--- src/rtl/alu_pkg.sv ---
// alu_pkg: ALU op codes and arbiter state encoding shared by the ALU and its arbiter.
package alu_pkg;
    localparam int ALU_OP_W = 4;
    localparam logic [ALU_OP_W-1:0] ALU_ADD = 4'd0;
    localparam logic [ALU_OP_W-1:0] ALU_SUB = 4'd1;
    localparam logic [ALU_OP_W-1:0] ALU_AND = 4'd2;
    localparam logic [ALU_OP_W-1:0] ALU_OR  = 4'd3;
    localparam logic [ALU_OP_W-1:0] ALU_XOR = 4'd4;
    localparam logic [ALU_OP_W-1:0] ALU_SLT = 4'd5;
    localparam logic [ALU_OP_W-1:0] ALU_SLL = 4'd6;
    localparam logic [ALU_OP_W-1:0] ALU_SRL = 4'd7;
    typedef enum logic [1:0] {
        IDLE = 2'd0,
        EXEC = 2'd1,
        RESP = 2'd2
    } arb_state_e;
endpackage

--- src/rtl/ALU.sv ---
// ALU: combinational integer ALU; unsupported op codes yield zero and raise err.
module ALU
    import alu_pkg::*;
#(
    parameter int DATA_W = 32
) (
    input  logic [DATA_W-1:0]   a,
    input  logic [DATA_W-1:0]   b,
    input  logic [ALU_OP_W-1:0] op,
    output logic [DATA_W-1:0]   result,
    output logic                err
);
    always_comb begin
        result = '0;
        err    = 1'b0;
        case (op)
            ALU_ADD: result = a + b;
            ALU_SUB: result = a - b;
            ALU_AND: result = a & b;
            ALU_OR:  result = a | b;
            ALU_XOR: result = a ^ b;
            ALU_SLT: result = {{(DATA_W-1){1'b0}}, a < b};
            ALU_SLL: result = a << b[4:0];
            ALU_SRL: result = a >> b[4:0];
            default: err = 1'b1;
        endcase
    end
endmodule

--- src/rtl/alu_arbiter.sv ---
// alu_arbiter: round-robin sharing of one ALU between two requesters with valid/ready handshakes.
module alu_arbiter
    import alu_pkg::*;
#(
    parameter int NUM_REQ = 2,
    parameter int DATA_W  = 32,
    parameter int OP_W    = 4
) (
    input  logic                      clk,
    input  logic                      rst_n,
    input  logic [NUM_REQ-1:0]        req_valid,
    output logic [NUM_REQ-1:0]        req_ready,
    input  logic [NUM_REQ*DATA_W-1:0] req_a,
    input  logic [NUM_REQ*DATA_W-1:0] req_b,
    input  logic [NUM_REQ*OP_W-1:0]   req_op,
    input  logic                      flush,
    output logic [NUM_REQ-1:0]        rsp_valid,
    input  logic [NUM_REQ-1:0]        rsp_ready,
    output logic [DATA_W-1:0]         rsp_result,
    output logic                      rsp_err,
    output logic                      busy
);
    arb_state_e        state_q, state_d;
    logic              last_grant_q, last_grant_d;
    logic              owner_q, owner_d;
    logic [DATA_W-1:0] a_q, a_d, b_q, b_d;
    logic [OP_W-1:0]   op_q, op_d;
    logic [DATA_W-1:0] result_q, result_d;
    logic              err_q, err_d;
    logic              any_valid, grant;
    logic [DATA_W-1:0] alu_result;
    logic              alu_err;

    // Contention goes to whoever did not win last time.
    assign any_valid = |req_valid;
    assign grant     = &req_valid ? ~last_grant_q : req_valid[1];

    always_comb begin
        req_ready = '0;
        rsp_valid = '0;
        if (state_q == IDLE && any_valid) req_ready[grant] = 1'b1;
        if (state_q == RESP) rsp_valid[owner_q] = 1'b1;
    end

    assign rsp_result = result_q;
    assign rsp_err    = err_q;
    assign busy       = state_q != IDLE;

    always_comb begin
        state_d      = state_q;
        last_grant_d = last_grant_q;
        owner_d      = owner_q;
        a_d          = a_q;
        b_d          = b_q;
        op_d         = op_q;
        result_d     = result_q;
        err_d        = err_q;
        case (state_q)
            IDLE: if (any_valid) begin
                state_d      = EXEC;
                owner_d      = grant;
                last_grant_d = grant;
                a_d          = grant ? req_a[DATA_W +: DATA_W] : req_a[DATA_W-1:0];
                b_d          = grant ? req_b[DATA_W +: DATA_W] : req_b[DATA_W-1:0];
                op_d         = grant ? req_op[OP_W +: OP_W] : req_op[OP_W-1:0];
            end
            EXEC: begin
                state_d = flush ? IDLE : RESP;
                if (!flush) begin
                    result_d = alu_result;
                    err_d    = alu_err;
                end
            end
            RESP: if (flush || rsp_ready[owner_q]) state_d = IDLE;
            default: state_d = IDLE;
        endcase
    end

    always_ff @(posedge clk or negedge rst_n) begin
        if (!rst_n) begin
            state_q      <= IDLE;
            last_grant_q <= 1'b1;
            owner_q      <= 1'b0;
            a_q          <= '0;
            b_q          <= '0;
            op_q         <= '0;
            result_q     <= '0;
            err_q        <= 1'b0;
        end else begin
            state_q      <= state_d;
            last_grant_q <= last_grant_d;
            owner_q      <= owner_d;
            a_q          <= a_d;
            b_q          <= b_d;
            op_q         <= op_d;
            result_q     <= result_d;
            err_q        <= err_d;
        end
    end

    ALU #(.DATA_W(DATA_W)) u_alu (
        .a      (a_q),
        .b      (b_q),
        .op     (op_q),
        .result (alu_result),
        .err    (alu_err)
    );
endmodule

--- config.mk ---
export PLATFORM = sky130hd
export DESIGN_NAME = alu_arbiter
export DESIGN_NICKNAME = d
export VERILOG_FILES = /design/src/rtl/alu_pkg.sv /design/src/rtl/ALU.sv /design/src/rtl/alu_arbiter.sv
export SDC_FILE = /design/constraint.sdc
export NUM_CORES = 1
export LEC_CHECK = 0
export CAP_MARGIN = 20
export CORE_ASPECT_RATIO = 0.5
export CORE_UTILIZATION = 50
export CTS_CLUSTER_DIAMETER = 50
export DETAILED_ROUTE_END_ITERATION = 6
export PLACE_DENSITY = 0.74
export SYNTH_ARGS = -nofsm -noshare
export SYNTH_HDL_FRONTEND = slang
export SYNTH_HIERARCHICAL = 1
export SYNTH_SLANG_ARGS = --single-unit
export TNS_END_PERCENT = 1
--- constraint.sdc ---
create_clock -name clk -period 7.05 [get_ports clk]
set_input_delay 1.7625 -clock clk [delete_from_list [all_inputs] [get_ports clk]]
set_output_delay 1.7625 -clock clk [all_outputs]
set_load 0.01 [all_outputs]
==> results_dict.tcl <==
set metrics [dict create \
    fin_skew_ns 0.0185 \
    ys.flop_type "dfrtp_1" \
    hold_path.class "register to register" \
    route.met2.wl_mm 20.6 \
    worstSetupStartpointType "input pin" \
    clk_pin_slew_worst_paths_ns 0.07 \
    num_vias 13000 \
    postSynth.asyncResetShare 1.00 \
    synth-warning-count 6 \
    finalWirelength_mm 52.4 \
    dr_wl_met3_mm 6.78 \
    clock_tree.root_cell "clkbuf_16" \
    maxClockFrequency_mhz 185 \
    final-hold-violation-count 0 \
    drt_first_pass_iters 7 \
    die_area_sq_mm 0.0271 \
    distinct_cell_type_count_of_the_synthesized_netlist 77 \
    synth_seq_area_share 0.199 \
    drt-met1-wl_mm 24.1 \
    placeable_core_region_sq_mm 0.0256 \
    report.final.slew_viol_count 0 \
    layout.nets 1873 \
    syn_area_sq_mm 0.0132 \
    die_height_um 117 \
    via_density_per_instance 6.60 \
    setup.worst_path.end_class "output port" \
    number_of_ports_placed_on_the_die_boundary 181 \
    worst_slew_slack_as_a_fraction_of_its_limit 0.154 \
    finalCoreUtilization 0.601 \
    clock_insertion_delay_worst_skew_ns 0.39 \
    path_class "input pin to output port" \
    route.antenna.remaining_nets 0 \
    globalplace.congestion 1.01 \
    detailedRoute.firstIterationViolations 1944 \
    synth-edff-count 0 \
    vias_in_the_first_global_route 12300 \
    rsz_0062_raised_after_global_routing "no" \
    number_of_failing_setup_endpoints_in_the_final_timing_report 0 \
    violated_checks "DRC" \
    starting_density_of_the_core 0.517 \
    grt_antenna_before_repair 1 \
    ys_seq_elements 105 \
    clock_sink_count 105 \
    cts_resized 0 \
    fp.dieW_um 232 \
    wire_length_of_the_first_global_routing_pass_mm 78.4 \
    arrival_ns 3.64 \
    htree_num_levels 3 \
    mappedNetlistNets 1768 \
    outcome "complete, but fails checks" \
    drv.max_cap_violation_count 0 \
    tns_ns 0 \
    num_cts_buffers 9 \
    global_route_total_overflow 0 \
    placement_rows 41 \
    total_of_buffers_placed_on_input_and_output_ports 180 \
    areaGrowthSynthToFinish_pct 16.4 \
    crit_path_max_fanout 31 \
    syn-mean-instance-area_sq_um 8.69 \
    cp_data_required_time_ns 5.29 \
    post-route-period-util 0.766 \
    tightest_slew_ns 1.26 \
    grt_max_degree 62 \
    drc 1 \
    cts_buffer_depth 2 \
    cts_hold_repair.buffers 0 \
    grt_util_overall 0.389 \
    num-fill-cells 2244 \
    tritoncts "built" \
    post-cts-setup-buffer-count 0 \
    routed.top_layer "met5" \
    post_route_cells_drive_above_1_share 0.158 \
    timing.final.crit_period_ns 5.40 \
    holdWs_ns 0.508 \
    post-dp-hpwl_mm 40.3 \
    drt-wirelength-per-cell_um 26.5 \
    synth_cells 1521 \
]
[metrics by stage]
step | setup slack, ns | cell area, sq um | cells
after floorplan | 2.85 | 13200 | 1521
after global placement | 1.70 | 15100 | 1957
after detailed placement | 1.63 | 15100 | 1958
after CTS | 1.64 | 15400 | 1974
after global routing | 1.56 | 15400 | 1975
final | 1.65 | 15400 | 1976
[cell type report]
cell class	instances	area [sq um]	area share
sequential	105	2630	0.171
antenna	1	2.50	0.000163
timing repair buffer	205	2000	0.130
clock inverter	7	70.1	0.00455
tap	344	430	0.0280
inverter	95	357	0.0232
multi-input combinational	1210	9670	0.628
clock buffer	9	225	0.0146
[placed cells by master (no fill, tap or decap), types with 10 or more instances in the layout]
master           count
a211oi_1            19
a21o_1              18
a21oi_1            137
a222oi_1            15
a22oi_1             18
buf_4               24
clkdlybuf4s50_1    179
dfrtp_1            102
ha_1               102
inv_1               85
mux2_2              36
mux2_4             134
mux2i_1             62
mux4_2              22
nand2_1             76
nand2b_1            21
nand3_1             26
nor2_1             171
nor2b_1             13
nor3_1              24
nor4_1              12
o211ai_1            28
o21ai_0             67
o21ai_1             42
o21bai_1            14
o22ai_1             13
o31ai_1             12
xnor2_1             18
xor2_1              10
[worst max-delay path, cell delays in order]
cell	delay, ns
clkdlybuf4s50_1	0.55
a21bo_4	0.55
and2_1	0.22
clkdlybuf4s50_1	0.53
[registers in the layout, indices dropped and copies added (netlist names)]
name          count
rsp_result       32
state_q           2
b_q              32
last_grant_q      1
rsp_err           1
op_q              4
owner_q           1
a_q              32
[cell families after synthesis]
group / after synthesis / synth area share
flip-flops: 105 / 0.199
adder cells (fa/ha/maj): 104 / 0.0995
AO/OA/AOI/OAI: 438 / 0.211
buffers and inverters: 206 / 0.0718
XOR/XNOR: 28 / 0.0185
multiplexers: 255 / 0.268
AND/OR/NAND/NOR: 385 / 0.133
[synthesized netlist by cell type (all sizes together), types with 5 or more instances]
cell,count,area share
nor2,173,0.049
mux2,171,0.18
a21oi,137,0.052
o21ai,109,0.041
dfrtp,104,0.20
ha,102,0.097
inv,94,0.027
nand2,76,0.022
mux2i,62,0.047
clkbuf,61,0.017
buf,50,0.028
o211ai,28,0.016
nand3,26,0.0098
nor3,25,0.0095
mux4,22,0.037
a211oi,21,0.013
nand2b,21,0.0099
a21o,18,0.010
a22oi,18,0.010
xnor2,18,0.012
a222oi,15,0.011
o21bai,14,0.0079
nor2b,13,0.0062
o22ai,13,0.0062
o31ai,13,0.0084
nor4,12,0.0057
xor2,10,0.0066
and3,9,0.0044
a31oi,7,0.0033
or3,7,0.0033
and2,6,0.0028
a211o,5,0.0033
nand4,5,0.0024
[metal layers]
metal  vias to the layer above  global-route usage
li1                       5725                   -
met1                      6344               0.587
met2                       876               0.550
met3                        95               0.106
met4                         2              0.0724
met5                         -                   0
[path summary, 6_finish.rpt]
kind | startpoint | end | slack [ns] | cells past startpoint
worst min-delay path | rsp_result[20] | rsp_result[20] | 0.51 | 1
min in group asynchronous | rst_n | b_q[2] | 1.39 | 1
worst max register to register | a_q[16] | rsp_result[28] | 2.68 | 13
max in group asynchronous | rst_n | rsp_result[18] | 4.45 | 2
worst max-delay path | req_valid[0] | req_ready[0] | 1.65 | 4
worst min register to register | rsp_result[20] | rsp_result[20] | 0.51 | 1
Power is left out: the tool's default activity adds up to more than one toggle a clock period on the data nets, which glitch-free logic cannot reach.
